File: src/rtl/cond_logic_mc.sv
// cond_logic_mc: ARM multicycle condition unit that gates writes with a latched condition and counts squashed instructions.
// Flags update only when the instruction's own condition passes.
module cond_logic_mc (
   input  logic       clk,
   input  logic       reset,
   input  logic [3:0] Cond,
   input  logic [3:0] ALUFlags,
   input  logic [1:0] FlagW,
   input  logic       NoWrite,
   input  logic       CondLatch,
   input  logic       PCS,
   input  logic       RegW,
   input  logic       MemW,
   input  logic       NextPC,
   output logic       PCWrite,
   output logic       RegWrite,
   output logic       MemWrite,
   output logic [3:0] Flags,
   output logic       CondEx,
   output logic [7:0] SkipCount
);
   logic condExReg;
   logic n, z, c, v;
   assign {n, z, c, v} = Flags;
   always_comb begin
      CondEx = 1'b0;
      case (Cond)
         4'b0000: CondEx = z;
         4'b0001: CondEx = !z;
         4'b0010: CondEx = c;
         4'b0011: CondEx = !c;
         4'b0100: CondEx = n;
         4'b0101: CondEx = !n;
         4'b0110: CondEx = v;
         4'b0111: CondEx = !v;
         4'b1000: CondEx = c & !z;
         4'b1001: CondEx = !c | z;
         4'b1010: CondEx = n == v;
         4'b1011: CondEx = n != v;
         4'b1100: CondEx = !z & (n == v);
         4'b1101: CondEx = z | (n != v);
         4'b1110: CondEx = 1'b1;
         default: CondEx = 1'b0;
      endcase
   end
   // CondExReg samples CondEx from the pre-update Flags since both load on the same edge
   always_ff @(posedge clk) begin
      if (reset) begin
         Flags     <= 4'b0000;
         condExReg <= 1'b0;
         SkipCount <= 8'h00;
      end else begin
         if (FlagW[1] && CondEx) Flags[3:2] <= ALUFlags[3:2];
         if (FlagW[0] && CondEx) Flags[1:0] <= ALUFlags[1:0];
         if (CondLatch) condExReg <= CondEx;
         if (CondLatch && !CondEx && SkipCount != 8'hFF) SkipCount <= SkipCount + 8'h01;
      end
   end
   assign RegWrite = RegW & condExReg & !NoWrite;
   assign MemWrite = MemW & condExReg;
   assign PCWrite  = (PCS & condExReg) | NextPC;
endmodule
File: config.mk
export PLATFORM = sky130hd
export DESIGN_NAME = cond_logic_mc
export DESIGN_NICKNAME = d
export VERILOG_FILES = /design/src/rtl/cond_logic_mc.sv
export SDC_FILE = /design/constraint.sdc
export NUM_CORES = 1
export LEC_CHECK = 0
export ABC_AREA = 1
export BUFFER_PORTS_ARGS = -buffer_cell sky130_fd_sc_hd__buf_2
export CORE_UTILIZATION = 53
export CTS_BUF_LIST = sky130_fd_sc_hd__clkbuf_16
export DETAILED_ROUTE_END_ITERATION = 8
export PLACE_DENSITY = 0.87
export SLEW_MARGIN = 0
export SYNTH_ARGS = -nofsm -noshare
export SYNTH_HDL_FRONTEND = slang
export SYNTH_SLANG_ARGS = --single-unit
File: constraint.sdc
create_clock -name clk -period 2.4 [get_ports clk]
set_input_delay 0.6 -clock clk [delete_from_list [all_inputs] [get_ports clk]]
set_output_delay 0.6 -clock clk [all_outputs]
set_load 0.005 [all_outputs]
==> impl_metrics.toml <==
[placed_design]
pre_cts_slack_ns = 0.162
io_buffers = 33
dp_hpwl_um = 1910
routabilityCongestion = 0.914

[clock_tree]
cts_buffers = 3
post_cts_resized = 0
clk_path_buf_depth = 2
cts_root_buf = "clkbuf_16"
path_clk_slew_ns = 0.04
post_cts_buffers = 0
clk_latency_ns = 0.24
cts_tree = "done"
ctsHtreeMaxLevel = 1
cts-hold-fix-buffers = 0
cts_sinks = 13

[grt]
grt_pass1_vias = 1070
grt_pass1_wl_um = 4100
antenna_found_initial = 0
grt_usage_pct = 27.2
grt_max_degree = 14
grt_overflow = 0

[floorplanning]
num_io_pins = 34
core_area_um2 = 1780
rows = 15
die_x_um = 46.2
dieArea_um2 = 2140
die_y_um = 46.2
start_util_pct = 58.2

[routing]
viasPerCell = 5.14
firstDrtPassIters = 6
drc = 0
routedWlPerCell_um = 10.4
wirelength_um = 2550
drt_iter0_markers = 42
postRouteAntennaNets = 0
vias = 1260

[pwr]
ir_drop_v = 0.000571
leakagePower_nw = 0.740
power_mw = 0.791
power_density_nw_per_um2 = 607

[setup_path]
arrival_ns = 1.69
worstPathRequired_ns = 1.80
crit_fanout = 6
cp-start-kind = "primary input"
r2r_slack_ns = 0.75
criticalPathCategory = "in -> out"
cp-end-kind = "output pin"

[cells_and_area]
fill_cells = 150
area_growth_pct = 25.6
final_core_util_pct = 73.1
antennaDiodeCount = 0
nets = 240
drive_gt1_share_pct = 22.7

[synth]
synth_cell_types = 22
synth_area_um2 = 1040
avgSynthCellArea_um2 = 5.61
ys_ff_latch = 13
ys_warn_count = 0
synth_cells = 185
synthesis.nets = 204
ys_seq_area_share_pct = 25.1

[timing]
slew_violations = 0
period_needed_ns = 2.29
timing.slew.headroom_pct = 75.0
fin_crit_sh_pct = 95.4
setup_viol = 0
fin_skew_ns = 0.000850
rsz0062_at_grt = "false"
timing.fmax_mhz = 437
hold_violations = 0
fin_ws_ns = 0.111
tns_ns = 0
tightest_slew_ns = 0.375

[job]
cap_violations = 0

[status]
status = "finished clean"

[hold_path]
hold_class = "reg -> reg"
## final timing paths
kind                                start  depth (start not counted)            to
worst max-delay path              Cond[3]                         10        CondEx
worst min-delay path            condExReg                          2     condExReg
worst max register to register   Flags[0]                         13  SkipCount[6]
worst min register to register  condExReg                          2     condExReg
## power by group
part	switching, mW	internal [mW]
sequential	0.0227	0.236
combinational	0.138	0.0862
clock	0.0894	0.219
## critical path, stage by stage
cell and delay, ns:
buf_2 0.13, nand2_2 0.10, clkinv_1 0.09, nand2_1 0.10, nand2_1 0.07, inv_1 0.07
nand3_1 0.12, nor2_4 0.19, nand2_4 0.08, buf_2 0.13
## area by class of cell
| class | instances | area, um^2 | share of cell area, % |
|---|---|---|---|
| repair buffers | 33 | 165 | 12.7 |
| clock buffers | 3 | 75.1 | 5.76 |
| well taps | 25 | 31.3 | 2.40 |
| inverters | 30 | 113 | 8.65 |
| multi-input cells | 140 | 654 | 50.2 |
| flip-flops and latches | 13 | 260 | 20.0 |
| clock inverters | 1 | 3.75 | 0.288 |
## cells in the mapped netlist
| library cell | number | area (um^2) |
|---|---|---|
| nand2_1 | 55 | 206 |
| nor2_1 | 41 | 154 |
| inv_1 | 26 | 97.6 |
| nand3_1 | 16 | 80.1 |
| dfxtp_1 | 13 | 260 |
| nand4_1 | 6 | 37.5 |
| nand2_2 | 5 | 31.3 |
| o21ai_1 | 5 | 25.0 |
| inv_2 | 3 | 11.3 |
| buf_2 | 2 | 10.0 |
| nor3_1 | 2 | 10.0 |
| a21boi_0 | 1 | 7.51 |
| a21o_1 | 1 | 7.51 |
| a21oi_2 | 1 | 8.76 |
| clkinv_1 | 1 | 3.75 |
| ha_1 | 1 | 12.5 |
| nand2_4 | 1 | 11.3 |
| nand3b_1 | 1 | 7.51 |
| nand4_4 | 1 | 21.3 |
| nor2_2 | 1 | 6.26 |
| nor2_4 | 1 | 11.3 |
| o21ai_4 | 1 | 16.3 |
## stage by stage
| step | area [um^2] | hold WS, ns | cells |
|---|---|---|---|
| finish | 1300 | 0.520 | 245 |
| detailed placement | 1220 | 0.516 | 241 |
| CTS | 1300 | 0.523 | 245 |
| floorplan | 1040 | 0.493 | 185 |
| global route | 1300 | 0.564 | 245 |
| global placement | 1220 | 0.510 | 241 |
## logic make-up (layout without fill, tap and decap cells)
group / Yosys count / count (layout) / share of synthesized area, %
and+or+nand+nor: 130 / 130 / 55.6
buffers and inverters: 32 / 67 / 11.8
DFF: 13 / 13 / 25.1
AOI/OAI and AO/OA: 9 / 9 / 6.27
adders and majority gates: 1 / 1 / 1.21
## cells in the final DEF (no fill, tap or decap), types with 2 or more instances in the layout
cell type and instances:
nor3_1 2, buf_2 33, inv_1 27, nand3_1 16
nand2_1 55, nand2_2 5, dfxtp_1 13, nor2_1 41
clkbuf_16 3, inv_2 3, o21ai_1 5, nand4_1 6
## routing by layer
layer	global-route usage [%]	routed length, um	up-vias
li1	-	-	639
met5	0	0	-
met4	18.2	80	0
met1	32.4	1030	536
met3	5.49	212	12
met2	43.4	1230	73
## sequential cells by signal, summed over array words and instances, names as in the netlist
name,cells
Flags,4
condExReg,1
SkipCount,8
(Power assumes the default switching activity.)
